--- config.mk ---
export PLATFORM = sky130hd
export DESIGN_NAME = fir_stream_driver
export DESIGN_NICKNAME = d
export VERILOG_FILES = /design/src/rtl/fir_stream_driver.sv
export SDC_FILE = /design/constraint.sdc
export NUM_CORES = 1
export LEC_CHECK = 0
export CELL_PAD_IN_SITES_DETAIL_PLACEMENT = 0
export CELL_PAD_IN_SITES_GLOBAL_PLACEMENT = 1
export CORE_MARGIN = 2
export CORE_UTILIZATION = 37
export DETAILED_ROUTE_END_ITERATION = 8
export PLACE_DENSITY_LB_ADDON = 0.1
export SLEW_MARGIN = 15
export SYNTH_ARGS = -nofsm -noshare
export SYNTH_HDL_FRONTEND = slang
export SYNTH_SLANG_ARGS = --single-unit
--- constraint.sdc ---
create_clock -name clk -period 3.7 [get_ports clk]
set_input_delay 0.74 -clock clk [delete_from_list [all_inputs] [get_ports clk]]
set_output_delay 0.74 -clock clk [all_outputs]
set_load 0.005 [all_outputs]
--- src/rtl/fir_stream_driver.sv ---
// Initiator for the fir_filter load_coeff/data_ready/modwait handshake.
// Loads four coefficients, then streams samples through the filter one at a time.
module fir_stream_driver #(
  parameter int DATA_W      = 16,
  parameter int LC_PULSE    = 2,
  parameter int TIMEOUT_CYC = 25
) (
  input  logic                clk,
  input  logic                reset,
  input  logic                cfg_start,
  input  logic [4*DATA_W-1:0] cfg_coeffs,
  output logic                coeffs_loaded,
  input  logic                in_valid,
  input  logic [DATA_W-1:0]   in_sample,
  output logic                in_ready,
  output logic                out_valid,
  input  logic                out_ready,
  output logic [DATA_W-1:0]   out_data,
  output logic                out_err,
  output logic                out_one_k,
  output logic                timeout,
  output logic [DATA_W-1:0]   fir_sample_data,
  output logic [DATA_W-1:0]   fir_coefficient,
  output logic                fir_data_ready,
  output logic                fir_load_coeff,
  input  logic                fir_modwait,
  input  logic [DATA_W-1:0]   fir_out,
  input  logic                fir_err,
  input  logic                fir_one_k
);

  localparam int CNT_W = $clog2(TIMEOUT_CYC + LC_PULSE + 1);

  typedef enum logic [2:0] {
    IDLE, C_PULSE, C_WAIT, S_DRIVE, S_BUSY, S_CAPT, RESULT
  } state_t;

  state_t            state;
  logic [DATA_W-1:0] coeff [4];
  logic [1:0]        idx;
  logic [1:0]        next_idx;
  logic [CNT_W-1:0]  cnt;
  logic              modwait_q;
  logic              mw_rise;
  logic              mw_fall;
  logic              wait_expired;

  assign mw_rise      = fir_modwait & ~modwait_q;
  assign mw_fall      = ~fir_modwait & modwait_q;
  assign next_idx     = idx + 2'd1;
  assign wait_expired = (cnt == CNT_W'(TIMEOUT_CYC - 1));

  // cfg_start has priority over a sample handshake in the same cycle
  assign in_ready = (state == IDLE) & coeffs_loaded & ~cfg_start;

  always_ff @(posedge clk) begin
    if (reset) begin
      state           <= IDLE;
      for (int k = 0; k < 4; k++) coeff[k] <= '0;
      idx             <= 2'd0;
      cnt             <= '0;
      modwait_q       <= 1'b0;
      coeffs_loaded   <= 1'b0;
      timeout         <= 1'b0;
      out_valid       <= 1'b0;
      out_data        <= '0;
      out_err         <= 1'b0;
      out_one_k       <= 1'b0;
      fir_sample_data <= '0;
      fir_coefficient <= '0;
      fir_data_ready  <= 1'b0;
      fir_load_coeff  <= 1'b0;
    end else begin
      modwait_q <= fir_modwait;
      case (state)
        IDLE: begin
          if (cfg_start) begin
            for (int k = 0; k < 4; k++) coeff[k] <= cfg_coeffs[k*DATA_W +: DATA_W];
            idx             <= 2'd0;
            cnt             <= '0;
            timeout         <= 1'b0;
            coeffs_loaded   <= 1'b0;
            fir_coefficient <= cfg_coeffs[DATA_W-1:0];
            fir_load_coeff  <= 1'b1;
            state           <= C_PULSE;
          end else if (in_valid && coeffs_loaded) begin
            fir_sample_data <= in_sample;
            fir_data_ready  <= 1'b1;
            cnt             <= '0;
            state           <= S_DRIVE;
          end
        end
        C_PULSE: begin
          if (cnt == CNT_W'(LC_PULSE - 1)) begin
            fir_load_coeff <= 1'b0;
            cnt            <= '0;
            state          <= C_WAIT;
          end else begin
            cnt <= cnt + CNT_W'(1);
          end
        end
        C_WAIT: begin
          if (mw_fall) begin
            cnt <= '0;
            if (idx == 2'd3) begin
              coeffs_loaded <= 1'b1;
              state         <= IDLE;
            end else begin
              idx             <= next_idx;
              fir_coefficient <= coeff[next_idx];
              fir_load_coeff  <= 1'b1;
              state           <= C_PULSE;
            end
          end else if (wait_expired) begin
            timeout <= 1'b1;
            state   <= IDLE;
          end else begin
            cnt <= cnt + CNT_W'(1);
          end
        end
        S_DRIVE: begin
          if (mw_rise) begin
            fir_data_ready <= 1'b0;
            cnt            <= '0;
            state          <= S_BUSY;
          end else if (wait_expired) begin
            timeout        <= 1'b1;
            fir_data_ready <= 1'b0;
            state          <= IDLE;
          end else begin
            cnt <= cnt + CNT_W'(1);
          end
        end
        S_BUSY: begin
          if (mw_fall) begin
            cnt   <= '0;
            state <= S_CAPT;
          end else if (wait_expired) begin
            timeout <= 1'b1;
            state   <= IDLE;
          end else begin
            cnt <= cnt + CNT_W'(1);
          end
        end
        // One settle cycle after modwait falls before the result is sampled
        S_CAPT: begin
          out_data  <= fir_out;
          out_err   <= fir_err;
          out_one_k <= fir_one_k;
          out_valid <= 1'b1;
          state     <= RESULT;
        end
        RESULT: begin
          if (out_ready) begin
            out_valid <= 1'b0;
            state     <= IDLE;
          end
        end
        default: begin
          fir_data_ready <= 1'b0;
          fir_load_coeff <= 1'b0;
          out_valid      <= 1'b0;
          state          <= IDLE;
        end
      endcase
    end
  end

endmodule

==> Yosys cells after proc, flatten, opt, wreduce, memory -nomap -nowiden <==
Memory sizes are Yosys's and may differ from the RTL's.
Index checks and enable logic that the tools add are counted.
{ "totals": {"regBits": 66, "mem_bits_rw": 64, "inputBits": 104, "output_inout_bits": 56, "word_cells": 125, "memories": 1} }
{ "memory_table": {"columns": ["memory", "depth", "width", "rd", "rd_ports_with_merged_regs", "wr", "line", "rtl"], "rows": [
  ["coeff", 4, 16, 1, 0, 4, "39", "logic [DATA_W-1:0] coeff [4];"]
]} }
{ "classes": {"addsub": 2, "eq_ne": 21, "n_mux": 55, "bitwise": 14, "reduce_logical": 18} }
{ "ops": {"columns": ["op", "n"], "rows": [
  ["$mux W16", 7],
  ["$pmux W16 S2", 1],
  ["$mux W5", 6],
  ["$mux W3", 8],
  ["$mux W1", 22],
  ["$pmux W3 S7", 1],
  ["$pmux W5 S4", 1],
  ["$ne A2 B2 Y1 const B", 9],
  ["$reduce_and A4 Y1", 4],
  ["$reduce_or A5 Y1", 2],
  ["$eq A3 B3 Y1 const B", 3],
  ["$pmux W1 S3", 3],
  ["$eq A3 B2 Y1 const B", 2],
  ["$mux W2", 3],
  ["$not A1 Y1", 6],
  ["$reduce_and A3 Y1", 2],
  ["$add A5 B1 Y5 const B", 1],
  ["$eq A5 B1 Y1 const B", 1],
  ["$eq A5 B5 Y1 const B", 1],
  ["$reduce_and A5 Y1", 1],
  ["$and A1 B1 Y1", 4],
  ["$or A1 B1 Y1", 4],
  ["$pmux W1 S4", 1],
  ["$pmux W2 S2", 1],
  ["other kinds (15)", 16]
]} }

==> Logic depth before layout (Yosys ltp) <==
{ "depth": {"word_depth": 5, "depth_mapped": 7, "mapped_depth_nobuf": 6} }

==> Worst setup path after synthesis <==
OpenSTA, ideal clock, no wires.
{ "synth_path": {"path_kind": "input-to-reg", "startpoint": "in cfg_start", "endpoint": "mem coeff[0][0] (enable)", "setup_time_ns": 0.425, "t_arrival_ns": 2.436, "required_ns": 3.275, "setup_slack_ns": 0.839, "path_stages": 3, "path_buffers": 0, "path_cell_list": "nor2b_1 > nand2_1 > nand2_1"} }
{ "synth_rtl": {"columns": ["element", "line", "rtl"], "rows": [
  ["start, declared", "10", "input logic cfg_start,"],
  ["end, declared", "39", null]
]} }

==> Final worst setup path <==
{ "layout_path": {"startpoint": "in cfg_start", "endpoint": "out in_ready"} }
{ "layout_via": {"elab_chain_len": 2} }
{ "layout_rtl": {"columns": ["element", "line", "rtl"], "rows": [
  ["$not A1 Y1 (no line)", null, null],
  ["$and A1 B1 Y1", "54", "assign in_ready = (state == IDLE) & coeffs_loaded & ~cfg_start;"],
  ["end, declared", "15", "output logic in_ready,"]
]} }
Every way passes these cells.

==> results.sh <==
export IMPL_htreeDepth=4
export IMPL_max_freq_ghz=0.3287
export IMPL_cts_sinks=130
export IMPL_netlist_instances=512
export IMPL_rows=45
export IMPL_synthMuxAreaShare_pct=9.246
export IMPL_synth_top_cell_area_share_pct=34.14
export IMPL_final_setup_viol_count=0
export IMPL_swShare_pct=24.52
export IMPL_worstPathRequired_ps=2960
export IMPL_via_per_inst=5.006
export IMPL_post_cts_buffers=0
export IMPL_clkLatencyLatePin_ps=420
export IMPL_dieWidth_um=127.3
export IMPL_grt_pass1_vias=4284
export IMPL_synth_warnings=0
export IMPL_detail_route_antenna_nets=0
export IMPL_numCtsBuffers=17
export IMPL_synth_xor_area_share_pct=0
export IMPL_place_congestion=0.8528
export IMPL_synth_simple_area_share_pct=17.43
export IMPL_clockBufferDepth=2
export IMPL_ios=160
export IMPL_worstMarginPinSlew_ps=926.0
export IMPL_grt_pass1_wl_um=21720
export IMPL_startpoint_type="input port"
export IMPL_ir_drop_uv=307.7
export IMPL_worstSetupPathType="input port to output port"
export IMPL_tns_ps=0
export IMPL_status="complete, no violations"
export IMPL_hold_viol=0
export IMPL_wl_um=13900
export IMPL_avgSynthCellArea_um2=10.99
export IMPL_hold_class="flop to flop"
export IMPL_core_um2=15030
export IMPL_post_drt_wl_per_cell_um=16.13
export IMPL_fin_crit_sh_pct=82.23
export IMPL_crit_path_end_kind="output port"
export IMPL_drc=0
export IMPL_fin_skew_ps=10.30
export IMPL_synth_fa_ha_area_share_pct=0.8891
export IMPL_drtIter0Drc=274
export IMPL_internal_power_mw=3.085
export IMPL_switchingPower_mw=1.002
export IMPL_globalRouteTotalUtil_pct=17.54
export IMPL_synth_edf_count=64
export IMPL_synth_compound_area_share_pct=11.54
export IMPL_via_count=4315
export IMPL_tritoncts="done"
export IMPL_worst_path_max_fanout=6
export IMPL_syn_area_um2=5629
export IMPL_ys_types=44
export IMPL_min_period_ps=3043
export IMPL_die_y_um=127.3
export IMPL_grt_remaining_overflow=0
export IMPL_nFillCells=1321
export IMPL_hp_start="fir_sample_data[4]"
export IMPL_cts_resized=0
export IMPL_holdPathStages=2
export IMPL_power_leakage_nw=2.808
export IMPL_dr_pass1_iters=4
export IMPL_r2r_setup_slack_ps=1500
export IMPL_r2r_end="state[1]"
export IMPL_hold_end="fir_sample_data[4]"
export IMPL_worstReg2RegStart="state[0]"
export IMPL_grt_max_degree=65
export IMPL_initial_core_util_pct=37.44
export IMPL_ff2ff_path_depth=4
export IMPL_powerDensity_nw_per_um2=514.6
export IMPL_netlist_top_cells_area="edfxtp_1, dfxtp_1, and2_1, mux4_2, nand2_1"
export IMPL_slew_violations=0
export IMPL_slew_headroom_pct=38.27
export IMPL_comb_power_share_pct=15.8
export IMPL_io_buffers=159
export IMPL_holdBufCountCts=0
export IMPL_fin_nets=769
export IMPL_yosys_top_cells_count="nand2_1, and2_1, dfxtp_1"
export IMPL_hpwl_um=9371
export IMPL_die_area_um2=16220
export IMPL_num_antenna_cells=0
export IMPL_antenna_found_initial=0
export IMPL_pwr_share_clk_pct=40.3
export IMPL_ys_flop_type="dfxtp_1"
export IMPL_critPathArrivalTime_ps=2300
export IMPL_path_clk_slew_ps=60
export IMPL_synth_net_count=620
export IMPL_seqPwrFrac_pct=43.9
export IMPL_rsz0062_at_grt="no"
export IMPL_drv_cap=0
export IMPL_ys_seq_area_share_pct=57.61
export IMPL_ys_ff_latch=130
export IMPL_syn_to_final_growth_pct=41.10
export IMPL_synth_top_area_cell="edfxtp_1"
export IMPL_total_power_mw=4.087
export IMPL_async_flop_share_pct=0
export IMPL_drive_above_1_share_pct=8.605
export IMPL_yosysMostFrequentCell="nand2_1"
export IMPL_root_buffer="clkbuf_16"
export IMPL_synth_top_family_by_area="simple AND/OR/NAND/NOR gates"
## how the worst max path moves through the flow
stage                    from     endpoint  slack [ps]  cells after the start
global route        cfg_start     in_ready         560                      4
CTS                 cfg_start     in_ready         660                      4
finish              cfg_start     in_ready         660                      4
global placement    cfg_start     in_ready         690                      4
floorplan           cfg_start  coeff[0][0]         840                      3
detailed placement  cfg_start     in_ready         660                      4
## sequential cells by signal, indices dropped and copies added (netlist names), 2 cells and up
register and flops:
coeff 64, fir_coefficient 16, fir_sample_data 16, out_data 16, cnt 5, state 3, idx 2
## area by class of cell
| cell class | instances | area, µm² | share of cell area [%] |
|---|---|---|---|
| clock buffer | 18 | 429.2 | 5.403 |
| clock inverter | 14 | 145.1 | 1.827 |
| inverter | 6 | 22.52 | 0.2836 |
| multi-input combinational | 340 | 2216 | 27.90 |
| sequential | 130 | 3243 | 40.83 |
| tap | 188 | 235.2 | 2.962 |
| timing repair buffer | 166 | 1652 | 20.79 |
## layout by cell type, fill, tap and decap left out, types with 3 or more instances in the layout
cell type	Yosys	routed
clkdlybuf4s50_1	0	158
nand2_1	80	79
and2_1	66	66
dfxtp_1	66	66
edfxtp_1	64	64
a21oi_1	59	59
o21ai_0	28	28
clkbuf_16	0	17
mux4_2	16	16
mux2i_1	16	16
nor2_1	15	14
nor3_1	9	9
inv_1	6	6
buf_4	5	6
nor2b_1	5	5
nand3_1	5	5
clkinv_2	0	5
ha_1	4	4
clkinv_1	0	4
a21o_1	3	3
bufinv_16	0	3
## power groups by stage
stage	sequential, mW	clock, mW	combinational [mW]
after floorplan	1.78	0	0.381
final	1.79	1.65	0.647
after global placement	1.82	0	0.644
after CTS	1.80	1.68	0.654
after detailed placement	1.82	0	0.650
after global routing	1.81	1.74	0.705
## worst max-delay path: stages
cell             delay (ps)
clkdlybuf4s50_1         480
nor4_2                  370
and2_1                  200
clkdlybuf4s50_1         510
## metrics by stage
step	worst slack [ps]	std cells	area [µm²]	util, %	hold WS, ps
CTS	662.6	862	7943	52.83	453.7
global placement	686.2	830	7368	49.01	441.4
floorplan	839.2	512	5629	-	452.7
global route	555.9	862	7943	52.83	470.4
detailed placement	664.9	830	7368	49.01	448.3
finish	657.5	862	7943	52.83	450.9
## metal layers
layer	part of all wire (%)	track usage [%]	routed length [µm]	vias to the layer above
li1	-	-	-	2125
met1	44	21.41	6184	2052
met2	49	29.76	6840	120
met3	4.5	4.313	632	18
met4	1.8	7.304	244	0
met5	0	0	0	-
## logic make-up after synthesis
group / count (synthesis)
AO/OA/AOI/OAI: 111
AND/OR/NAND/NOR: 193
multiplexers: 32
flip-flops: 130
adder cells (fa/ha/maj): 4
buffers and inverters: 42
(Power assumes the default switching activity.)
